[config.mk]
export PLATFORM = sky130hd
export DESIGN_NAME = hazard_sb
export DESIGN_NICKNAME = d
export VERILOG_FILES = /design/src/rtl/hazard_sb.sv
export SDC_FILE = /design/constraint.sdc
export NUM_CORES = 1
export LEC_CHECK = 0
export ABC_CLOCK_PERIOD_IN_PS = 2350
export CORE_MARGIN = 4
export CORE_UTILIZATION = 45
export DETAILED_ROUTE_END_ITERATION = 10
export DONT_BUFFER_PORTS = 1
export GPL_ROUTABILITY_DRIVEN = 0
export SLEW_MARGIN = 5
export SYNTH_ARGS = -nofsm -noshare
export SYNTH_HDL_FRONTEND = slang
export SYNTH_SLANG_ARGS = --single-unit
[constraint.sdc]
create_clock -name clk -period 2.35 [get_ports clk]
set_input_delay 0.3525 -clock clk [delete_from_list [all_inputs] [get_ports clk]]
set_output_delay 0.3525 -clock clk [all_outputs]
set_load 0.05 [all_outputs]
[src/rtl/hazard_sb.sv]
// Scoreboard-based hazard/forwarding unit: tracks in-flight instructions E..W and derives stalls, flushes and E-stage forward selects.
// Optional ARM behaviour (live r0, r15 never forwarded, PC-write pending) is enabled by defining HAZARD_SB_ARM_EN.
module hazard_sb #(
    parameter int REGS     = 32,
    parameter int DEPTH    = 3,
    parameter int LOAD_LAT = 2,
    localparam int AW      = $clog2(REGS),
    localparam int FW      = $clog2(DEPTH)
) (
    input  logic          clk,
    input  logic          rst,
    input  logic          arm,
    input  logic          issue_valid,
    input  logic [AW-1:0] rs1_d,
    input  logic [AW-1:0] rs2_d,
    input  logic          rs1_used_d,
    input  logic          rs2_used_d,
    input  logic [AW-1:0] rd_d,
    input  logic          we_d,
    input  logic          load_d,
    input  logic          pcw_d,
    input  logic          redirect_e,
    input  logic          mem_ready,
    output logic          stall_f,
    output logic          stall_d,
    output logic          flush_d,
    output logic          flush_e,
    output logic          stall_be,
    output logic [FW-1:0] fwd_a,
    output logic [FW-1:0] fwd_b
);

    logic [DEPTH-1:0] valid_reg;
    logic [DEPTH-1:0] we_reg;
    logic [DEPTH-1:0] load_reg;
    logic [AW-1:0]    rd_reg [DEPTH];
    logic [AW-1:0]    rs1_reg;
    logic [AW-1:0]    rs2_reg;
    logic [DEPTH-1:0] live;
    logic             arm_eff;
    logic             pcw_pend;
    logic             lu;

    always_ff @(posedge clk or posedge rst) begin
        if (rst) begin
            valid_reg <= '0;
            we_reg    <= '0;
            load_reg  <= '0;
            rs1_reg   <= '0;
            rs2_reg   <= '0;
            for (int k = 0; k < DEPTH; k++) begin
                rd_reg[k] <= '0;
            end
        end else if (mem_ready) begin
            valid_reg[0] <= issue_valid & ~flush_e;
            we_reg[0]    <= we_d;
            load_reg[0]  <= load_d;
            rd_reg[0]    <= rd_d;
            rs1_reg      <= rs1_d;
            rs2_reg      <= rs2_d;
            for (int k = 1; k < DEPTH; k++) begin
                valid_reg[k] <= valid_reg[k-1];
                we_reg[k]    <= we_reg[k-1];
                load_reg[k]  <= load_reg[k-1];
                rd_reg[k]    <= rd_reg[k-1];
            end
        end
    end

`ifdef HAZARD_SB_ARM_EN
    logic [DEPTH-1:0] pcw_reg;

    always_ff @(posedge clk or posedge rst) begin
        if (rst) begin
            pcw_reg <= '0;
        end else if (mem_ready) begin
            pcw_reg <= {pcw_reg[DEPTH-2:0], pcw_d};
        end
    end

    assign arm_eff = arm;
    // The writer in W releases fetch so the new PC can load.
    assign pcw_pend = arm & |(pcw_reg[DEPTH-2:0] & valid_reg[DEPTH-2:0]);
`else
    logic unused_ok;
    assign unused_ok = ^{arm, pcw_d};
    assign arm_eff   = 1'b0;
    assign pcw_pend  = 1'b0;
`endif

    genvar gi;
    generate
        for (gi = 0; gi < DEPTH; gi++) begin : g_live
            assign live[gi] = valid_reg[gi] & we_reg[gi] & (arm_eff | (rd_reg[gi] != '0));
        end
    endgenerate

    // Loads younger than LOAD_LAT-1 cannot be forwarded in time for the decode consumer.
    always_comb begin
        lu = 1'b0;
        for (int k = 0; k < DEPTH; k++) begin
            if ((k < LOAD_LAT - 1) && live[k] && load_reg[k] &&
                ((rs1_used_d && (rs1_d == rd_reg[k])) || (rs2_used_d && (rs2_d == rd_reg[k])))) begin
                lu = 1'b1;
            end
        end
        lu = lu & issue_valid;
    end

    // Scan oldest to youngest so the nearest producer wins.
    always_comb begin
        fwd_a = '0;
        fwd_b = '0;
        for (int k = DEPTH - 1; k >= 1; k--) begin
            if (live[k] && (!load_reg[k] || k >= LOAD_LAT)) begin
                if (rd_reg[k] == rs1_reg) fwd_a = FW'(k);
                if (rd_reg[k] == rs2_reg) fwd_b = FW'(k);
            end
        end
        if (arm_eff && (rs1_reg == AW'(15))) fwd_a = '0;
        if (arm_eff && (rs2_reg == AW'(15))) fwd_b = '0;
    end

    always_comb begin
        stall_f  = 1'b0;
        stall_d  = 1'b0;
        flush_d  = 1'b0;
        flush_e  = 1'b0;
        stall_be = 1'b0;
        if (!rst) begin
            if (!mem_ready) begin
                stall_f  = 1'b1;
                stall_d  = 1'b1;
                stall_be = 1'b1;
            end else begin
                if (redirect_e) begin
                    flush_d = 1'b1;
                    flush_e = 1'b1;
                end else if (lu) begin
                    stall_f = 1'b1;
                    stall_d = 1'b1;
                    flush_e = 1'b1;
                end
                if (pcw_pend) begin
                    stall_f = 1'b1;
                    flush_d = 1'b1;
                end
            end
        end
    end

endmodule
==> results.md, run 1 <==
- The number of cells traversed by the worst register-to-register path is 4.
- On the worst path, the slowest cell contributes a delay of 0.56 ns.
- The total number of clock tree sinks is 33.
- Compared with the post-synthesis result, the final layout area differs by 25.3%.
- The number of nets with antenna violations after routing is 0.
- The switching part of the total power is 0.287.
- The via count of the first global-routing pass came to 1,239.
- In this run the deepest clock path goes through 2 buffers.
- The flip-flop cell with the highest count after synthesis is sky130_fd_sc_hd__dfrtp_1.
- For this run, the total global-route usage over all layers was measured as 0.169.
- The part of the Yosys area used for sequential elements is 0.489.
- The core area is 0.00347 mm^2.
- IR analysis of the VDD net gives a maximum drop of 0.000556 V.
- After detailed routing, the number of vias per cell comes to 5.30.
- The critical path runs through a total of 5 cells.
- After layout, the minimum clock period comes to 2.35 ns.
- The y dimension of the die is 69.2 um.
- By startpoint and endpoint, the worst setup path is classified as reg -> out.
- The total count of hold-check failures in the final report is 0.
- The x dimension of the die is 69.2 um.
- The initialized floorplan defines 21 standard-cell rows.
- The number of design-rule violations left by the first detailed-router iteration is 25.
- For this run, the number of Yosys warnings is 0.
- The number of clock buffers inserted by TritonCTS is 5.
- The average instance in the mapped netlist occupies 12.6 um^2.
- In the post-route analysis, the smallest setup slack over all paths is -0.00409 ns.
- The final reports fail on negative setup slack.
- The number of placed I/O pins is 35.
- The synthesized design contains 33 register bits.
- The largest fanout on the critical path is 2.
- The first global-routing pass estimated 6340 um of wire.
- The maximum level of the CTS H-tree is 2.
- The post-route DRC violation count is 0.
- The total congestion overflow after global routing is 0.
- STA classifies the critical path startpoint as a flip-flop.
- The required time at the endpoint of the critical path is 2.00 ns.
- The worst-path cell with the longest stage delay is sky130_fd_sc_hd__or4_4.
- The relative contribution of combinational cells to total power is 0.249.
- In this run the cell area of the synthesized design comes to 0.00169 mm^2.
- The HPWL reported at the end of detailed placement is 2690 um.
- The first detailed-routing pass ran for 4 iterations.
- The internal power of the cells totals 0.00108 W.
- The clock insertion delay at the later pin of the skew report is 0.28 ns.
- Dividing the final minimum period by the clock period gives 1.00.
- Of the post-synthesis cell area, the dominant cell type holds 0.489.
- Synthesis produced 134 cells.
- The endpoint identified for the worst register-to-register timing path is valid_reg[0].
- The starting density of the core is 0.487.
- Of the cells placed in the final design, the portion with a size suffix greater than 1 is 0.449.
- The clock-pin transition on the worst setup and hold timing paths is 0.06 ns.
- Timing would allow up to 425 MHz.
- 0 antenna diodes ended up in the layout.
- The worst flop-to-flop path startpoint is rd_reg[14].
- The number of standard cells in the layout, taps in and fillers out is 204.
- The biggest area contributor in the post-synthesis netlist is sky130_fd_sc_hd__dfrtp_1.
- In this run, synthesis inferred 0 flip-flops with an integrated enable.
- Total power for the finished layout comes to 0.00152 W.
- At the pin with the least slew margin, the transition time is 0.746 ns.
- In the synthesized netlist the async set-or-reset flop fraction comes to 1.00.
- Among all cell types in the netlist, the one instantiated most often is sky130_fd_sc_hd__dfrtp_1.
- Counting both buffers and inverters, the worst setup path holds a total of 1.
- The static leakage is 0.870 nW.
- The clock share of power is 0.275.
- The number of antenna violations at the first check in global routing is 0.
- The share of total power dissipated in sequential elements is 0.475.
- The nature of the critical path endpoint is an output port.
- The max-cap violation count is 0.
- The buffer type at the clock tree root is sky130_fd_sc_hd__clkbuf_8.
- Counting every net in the synthesized netlist gives 160.
- The final setup violation count is 1.
- STA puts the critical path data arrival time at 2.00 ns.
- In this run the tightest slew margin relative to its limit is 0.502.
- By area the synthesized netlist is led by sky130_fd_sc_hd__dfrtp_1 (49%), sky130_fd_sc_hd__mux2_2 (21%), sky130_fd_sc_hd__xor2_1 (11%), sky130_fd_sc_hd__xnor2_1 (4.2%), sky130_fd_sc_hd__or4_1 (1.8%).
- In this design, the critical path's most frequently occurring cell is sky130_fd_sc_hd__or4_4.
- The flow ran to the end, but the final reports show violations.
- The count of pins over their slew limit is 0.
- The min-delay analysis places its worst path in the category in -> async.
- For this design the ratio of total power to cell area is 717 mW/mm^2.
- The number of buffers inserted by port buffering is 0.
- Counting tap cells, the placed design contains a total of 191 instances.
- The commonest cells after synthesis are sky130_fd_sc_hd__dfrtp_1 (33), sky130_fd_sc_hd__mux2_2 (32), sky130_fd_sc_hd__xor2_1 (22), sky130_fd_sc_hd__xnor2_1 (8).
- The switching component of the power is 0.000435 W.
- The CTS tree is done.
- Across all register-to-register paths, the minimum setup slack is 0.78 ns.
- In this run, distinct cell masters in the synthesized netlist total 25.
- The worst clock skew is 0.00248 ns.
- The number of flip-flops under the largest register name is 15.
- Setup repair after global routing could not meet its margin everywhere.
- Grouping stages by cell kind, the critical path spends the most delay in simple AND/OR/NAND/NOR gates.
- Dividing the detail-routed wire length by the instance count gives 17.7 um.
- Walking the worst path, the cells encountered are or4_4 -> o211ai_1 -> or4_4 -> nor4_4 -> buf_12.
- After the last flow step, the layout net total stands at 184.
- The number of vias in the routed layout is 1,081.
- The largest net degree at the start of global routing is 38.
- The floorplan step defined a die boundary enclosing 0.00479 mm^2.
- The routed design has 3610 um of wire.
- The number of hold buffers added after CTS is 0.
==> cells by family (layout without fill, tap and decap cells) <==
group / Yosys count / in the layout / share of synthesized area
buffers and inverters: 8 / 32 / 0.0215
muxes: 32 / 32 / 0.213
and+or+nand+nor: 23 / 23 / 0.0830
xor gates and xnor gates: 30 / 30 / 0.156
AOI/OAI and AO/OA: 8 / 8 / 0.0371
DFF: 33 / 33 / 0.489
==> cell usage in the layout, fill, tap and decap left out, types with 2 or more instances in the layout <==
cell type	synthesis	layout
sky130_fd_sc_hd__dfrtp_1	33	33
sky130_fd_sc_hd__mux2_2	32	32
sky130_fd_sc_hd__xor2_1	22	22
sky130_fd_sc_hd__buf_4	1	14
sky130_fd_sc_hd__xnor2_1	8	8
sky130_fd_sc_hd__clkbuf_8	0	6
sky130_fd_sc_hd__buf_6	0	5
sky130_fd_sc_hd__nand2_1	4	4
sky130_fd_sc_hd__or4_4	0	4
sky130_fd_sc_hd__nor4_4	0	4
sky130_fd_sc_hd__inv_1	3	3
sky130_fd_sc_hd__nor2_1	3	3
sky130_fd_sc_hd__buf_12	0	3
sky130_fd_sc_hd__nand3_1	2	2
==> timing repair <==
item / 4_1_cts / 5_1_grt
resized for setup: 9 / 2
hold endpoints to repair: 0 / 0
setup buffers: 6 / 0
endpoints found under the setup margin: 2 / 5
pin swaps: 4 / 1
==> power groups by stage <==
stage | clock, W | sequential, W | combinational (W)
after floorplan | 0 | 0.000721 | 0.000238
after global placement | 0 | 0.000732 | 0.000307
after detailed placement | 0 | 0.000737 | 0.000315
after CTS | 0.000432 | 0.000719 | 0.000376
after global routing | 0.000460 | 0.000732 | 0.000411
final | 0.000417 | 0.000720 | 0.000378
==> metrics by stage <==
| step | worst slack (ns) | cell area [um^2] | util | TNS (ns) | hold WS (ns) |
|---|---|---|---|---|---|
| 2_1_floorplan | -0.113 | 1730 | - | -0.113 | 0.470 |
| 3_3_place_gp | 0.185 | 1930 | 0.557 | 0 | 0.418 |
| 3_5_place_dp | 0.174 | 1930 | 0.557 | 0 | 0.419 |
| 4_1_cts | -0.0170 | 2100 | 0.607 | -0.0335 | 0.113 |
| 5_1_grt | -0.112 | 2110 | 0.610 | -0.306 | 0.149 |
| 6_report | -0.00409 | 2110 | 0.610 | -0.00409 | 0.0897 |
==> worst max-delay path by stage <==
stage	startpoint	end	slack (ns)
after global routing	rd_reg[5]	fwd_b[1]	-0.11
final	rd_reg[3]	fwd_a[1]	-0.004
after detailed placement	rd_reg[5]	fwd_b[1]	0.17
after floorplan	rd_reg[5]	fwd_b[1]	-0.11
after global placement	rd_reg[5]	fwd_b[1]	0.18
after CTS	rd_reg[5]	fwd_a[1]	-0.02
==> cell type report <==
cell class / count / area (um^2)
repair buffers: 22 / 221
flip-flops and latches: 33 / 826
clock buffers: 7 / 86.3
multi-input cells: 93 / 912
well taps: 46 / 57.6
fillers: 297 / 1350
inverters: 3 / 11.3
==> worst register-to-register path, cell delays in order, from the launching register on <==
cell and delay [ns]:
sky130_fd_sc_hd__dfrtp_1 0.44, sky130_fd_sc_hd__xor2_1 0.20, sky130_fd_sc_hd__nor4_2 0.36, sky130_fd_sc_hd__a32oi_1 0.22, sky130_fd_sc_hd__o211a_1 0.26
==> routing by layer <==
metal | vias up | part of all wire | GRT usage | wire length (um)
met5 | - | 0 | 0 | 0
met4 | 0 | 0.016 | 0.0586 | 58
met3 | 6 | 0.063 | 0.0652 | 226
met2 | 36 | 0.47 | 0.252 | 1690
met1 | 514 | 0.45 | 0.224 | 1630
li1 | 525 | - | - | -
No activity file was read; power rests on OpenSTA's default activity.
==> run 2: changes to the inputs <==
- CORE_MARGIN: 4 -> 5
==> results.md, run 2 (same netlist as run 1, synthesis figures left out) <==
- The clock tree buffer depth is 2 (unchanged).
- The most critical setup path has its startpoint at rd_reg[3].
- The final reports fail on negative setup slack.
- The maximum level of the CTS H-tree was 2 (unchanged).
- The worst flop-to-flop path startpoint is rd_reg[14].
- TritonCTS built the clock tree.
- The total congestion overflow after global routing was 0 (unchanged).
- The full die area came to 0.00508 mm^2 (+5.9%).
- The max-cap violation count came to 0 (unchanged).
- In this run the clock root is driven by a sky130_fd_sc_hd__clkbuf_8.
- The minimum setup slack after placement is 0.189 ns (+0.0150 ns).
- The least setup slack across all paths after layout was -0.0490 ns (-0.0449 ns).
- The total number of clock tree sinks is 33 (unchanged).
- The clock period minus worst slack was 2.40 ns (+0.0449 ns).
- The clock share of power is 0.302 (+0.027).
- The critical path data arrival time came to 2.05 ns (+0.05 ns).
- The HPWL reported at the end of detailed placement was 2650 um (-1.2%).
- The number of nets with antenna violations after routing was 0 (unchanged).
- The count of pins over their slew limit was 0 (unchanged).
- The final setup violation count came to 2 (+1).
- The remaining max-slew budget at the tightest pin is 0.719 (+0.217).
- The post-route DRC violation count was 0 (unchanged).
- The clock-pin transition on the worst setup and hold timing paths is 0.07 ns (about the same).
- The via count of the first global-routing pass is 1,157 (-6.6%).
- The post-detailed-route via-to-cell ratio is 5.26 (-0.65%).
- The required time at the endpoint of the critical path was 2.00 ns (about the same).
- The number of flip-flops under the largest register name came to 15 (unchanged).
- The share of cells above drive strength 1 was 0.442 (-0.00706).
- The library cells used most frequently in the layout, excluding fill and tap cells, are sky130_fd_sc_hd__dfrtp_1 (33), sky130_fd_sc_hd__mux2_2 (32), sky130_fd_sc_hd__xor2_1 (22).
- The number of antenna violations at the first check in global routing is 0 (unchanged).
- The number of buffers inserted by port buffering is 0 (unchanged).
- The final routed wire length divided by cell count came to 17.2 um (-2.7%).
- The number of filler instances in the final layout is 295 (-0.67%).
- The number of vias in the routed layout is 1,074 (-0.65%).
- The highest achievable clock rate is 417 MHz (-1.9%).
- Setup repair after global routing could not meet its margin everywhere.
- The endpoint of the worst-slack reg-to-reg timing path is valid_reg[0].
- The total count of hold-check failures in the final report is 0 (unchanged).
- The wire length of the first global-routing pass is 5780 um (-8.9%).
- The worst ir drop on vdd is 0.000560 V (+0.82%).
- The number of design-rule violations left by the first detailed-router iteration was 28 (+12%).
- The start-to-end type of the worst setup path is reg -> out.
- The worst clock skew is 0.00622 ns (+0.00374 ns).
- The share of the cycle needed by the critical path after routing is 1.02 (+0.0191).
- Leaving out fill and tap cells, the most frequent cell in the layout is sky130_fd_sc_hd__dfrtp_1.
- The type of the most critical hold path is in -> async.
- The number of clock buffers inserted by TritonCTS is 5 (unchanged).
- The cell-internal power came to 0.00110 W (+1.6%).
- The number of nets in the layout is 181 (-1.6%).
- The flow ran to the end, but the final reports show violations.
- The switching component of the power is 0.000446 W (+2.6%).
- The core area was 0.00366 mm^2 (+5.6%).
- The antenna diode count is 0 (unchanged).
- The number of core rows is 22 (+4.8%).
- The starting density of the core is 0.461 (-0.0256).
- The static leakage was 0.861 nW (-1.1%).
- STA classifies the critical path startpoint as a flip-flop.
- The total power per unit cell area is 737 mW/mm^2 (+2.9%).
- The y dimension of the die was 71.2 um (+2.9%).
- The relative contribution of combinational cells to total power is 0.230 (-0.019).
- The x dimension of the die is 71.2 um (+2.9%).
- The area growth from synthesis to final layout is 24.1%.
- The largest fanout on the critical path came to 4 (+2).
- The reg2reg setup slack is 0.79 ns (about the same).
- The number of placed I/O pins is 35 (unchanged).
- The largest net degree at the start of global routing is 38 (unchanged).
- The number of cells traversed by the worst register-to-register path is 4 (unchanged).
- The clock insertion delay at the later pin of the skew report is 0.28 ns (about the same).
- The share of total power in sequential cells came to 0.468 (-0.007).
- The transition at the pin with the smallest max-transition slack was 0.422 ns (-0.325 ns).
- The number of iterations in the first detailed-routing pass is 4 (unchanged).
- The total global routing track utilization is 0.150 (-0.0195).
- The overall routed net length is 3510 um (-2.7%).
- STA classifies the critical path endpoint as an output port.
- The switching part of the total power was 0.289 (+0.00199).
- The post-layout total power is 0.00154 W (+1.9%).
-- run 2: changes by cell type in the layout (fill, tap and decap cells not counted) --
cell / change
sky130_fd_sc_hd__or4_4: -1
sky130_fd_sc_hd__clkbuf_8: +1
sky130_fd_sc_hd__or4_1: +1
sky130_fd_sc_hd__clkinv_2: +1
sky130_fd_sc_hd__clkbuf_1: -1
sky130_fd_sc_hd__buf_6: -3
-- run 2: per-layer routing --
layer  vias up  GRT usage  share of wire
li1        513          -              -
met1       528      0.190           0.44
met2        28      0.230           0.48
met3         5     0.0645          0.074
met4         0     0.0501          0.015
met5         -          0              0
-- run 2: stage by stage --
step | hold slack (ns) | cell area (um^2) | instances | TNS (ns) | util
2_1_floorplan | 0.470 | 1730 | 134 | -0.113 | -
3_3_place_gp | 0.355 | 1930 | 192 | 0 | 0.526
3_5_place_dp | 0.354 | 1930 | 192 | 0 | 0.526
4_1_cts | 0.0459 | 2070 | 202 | -0.122 | 0.565
5_1_grt | 0.0811 | 2090 | 204 | -0.187 | 0.572
6_report | 0.0427 | 2090 | 204 | -0.0602 | 0.572
-- run 2: power groups by stage --
stage,clock network (W),registers [W],logic (W)
3_5_place_dp,0,0.000735,0.000317
2_1_floorplan,0,0.000721,0.000238
5_1_grt,0.000504,0.000732,0.000386
6_report,0.000466,0.000722,0.000355
3_3_place_gp,0,0.000730,0.000307
4_1_cts,0.000475,0.000723,0.000343
-- run 2: critical path, cell delays in order (launching register included) --
cell and delay, ns:
sky130_fd_sc_hd__dfrtp_1 0.42, sky130_fd_sc_hd__or4_1 0.14, sky130_fd_sc_hd__o211ai_1 0.11, sky130_fd_sc_hd__or4_4 0.57, sky130_fd_sc_hd__nor4_4 0.34, sky130_fd_sc_hd__buf_12 0.18
-- run 2: final cells by class --
class / instances / area, um^2 / share of cell area
clock inverter: 1 / 5.00 / 0.00239
multi-input combinational: 93 / 908 / 0.434
tap: 48 / 60.1 / 0.0287
inverter: 3 / 11.3 / 0.00538
timing repair buffer: 19 / 188 / 0.0896
clock buffer: 7 / 96.3 / 0.0460
sequential: 33 / 826 / 0.394
-- run 2: how the worst max path moves through the flow --
stage	depth (start not counted)	end	slack [ns]
2_1_floorplan	4	fwd_b[1]	-0.11
3_3_place_gp	5	fwd_b[1]	0.19
3_5_place_dp	5	fwd_b[1]	0.19
4_1_cts	6	fwd_a[1]	-0.07
5_1_grt	6	fwd_a[1]	-0.14
6_report	5	fwd_a[1]	-0.05
-- run 2: repair_timing --
action	CTS	global route
setup endpoints to repair	4	2
hold buffers	0	0
resized for setup	4	3
buffers inserted	2	2
pin swaps	1	2
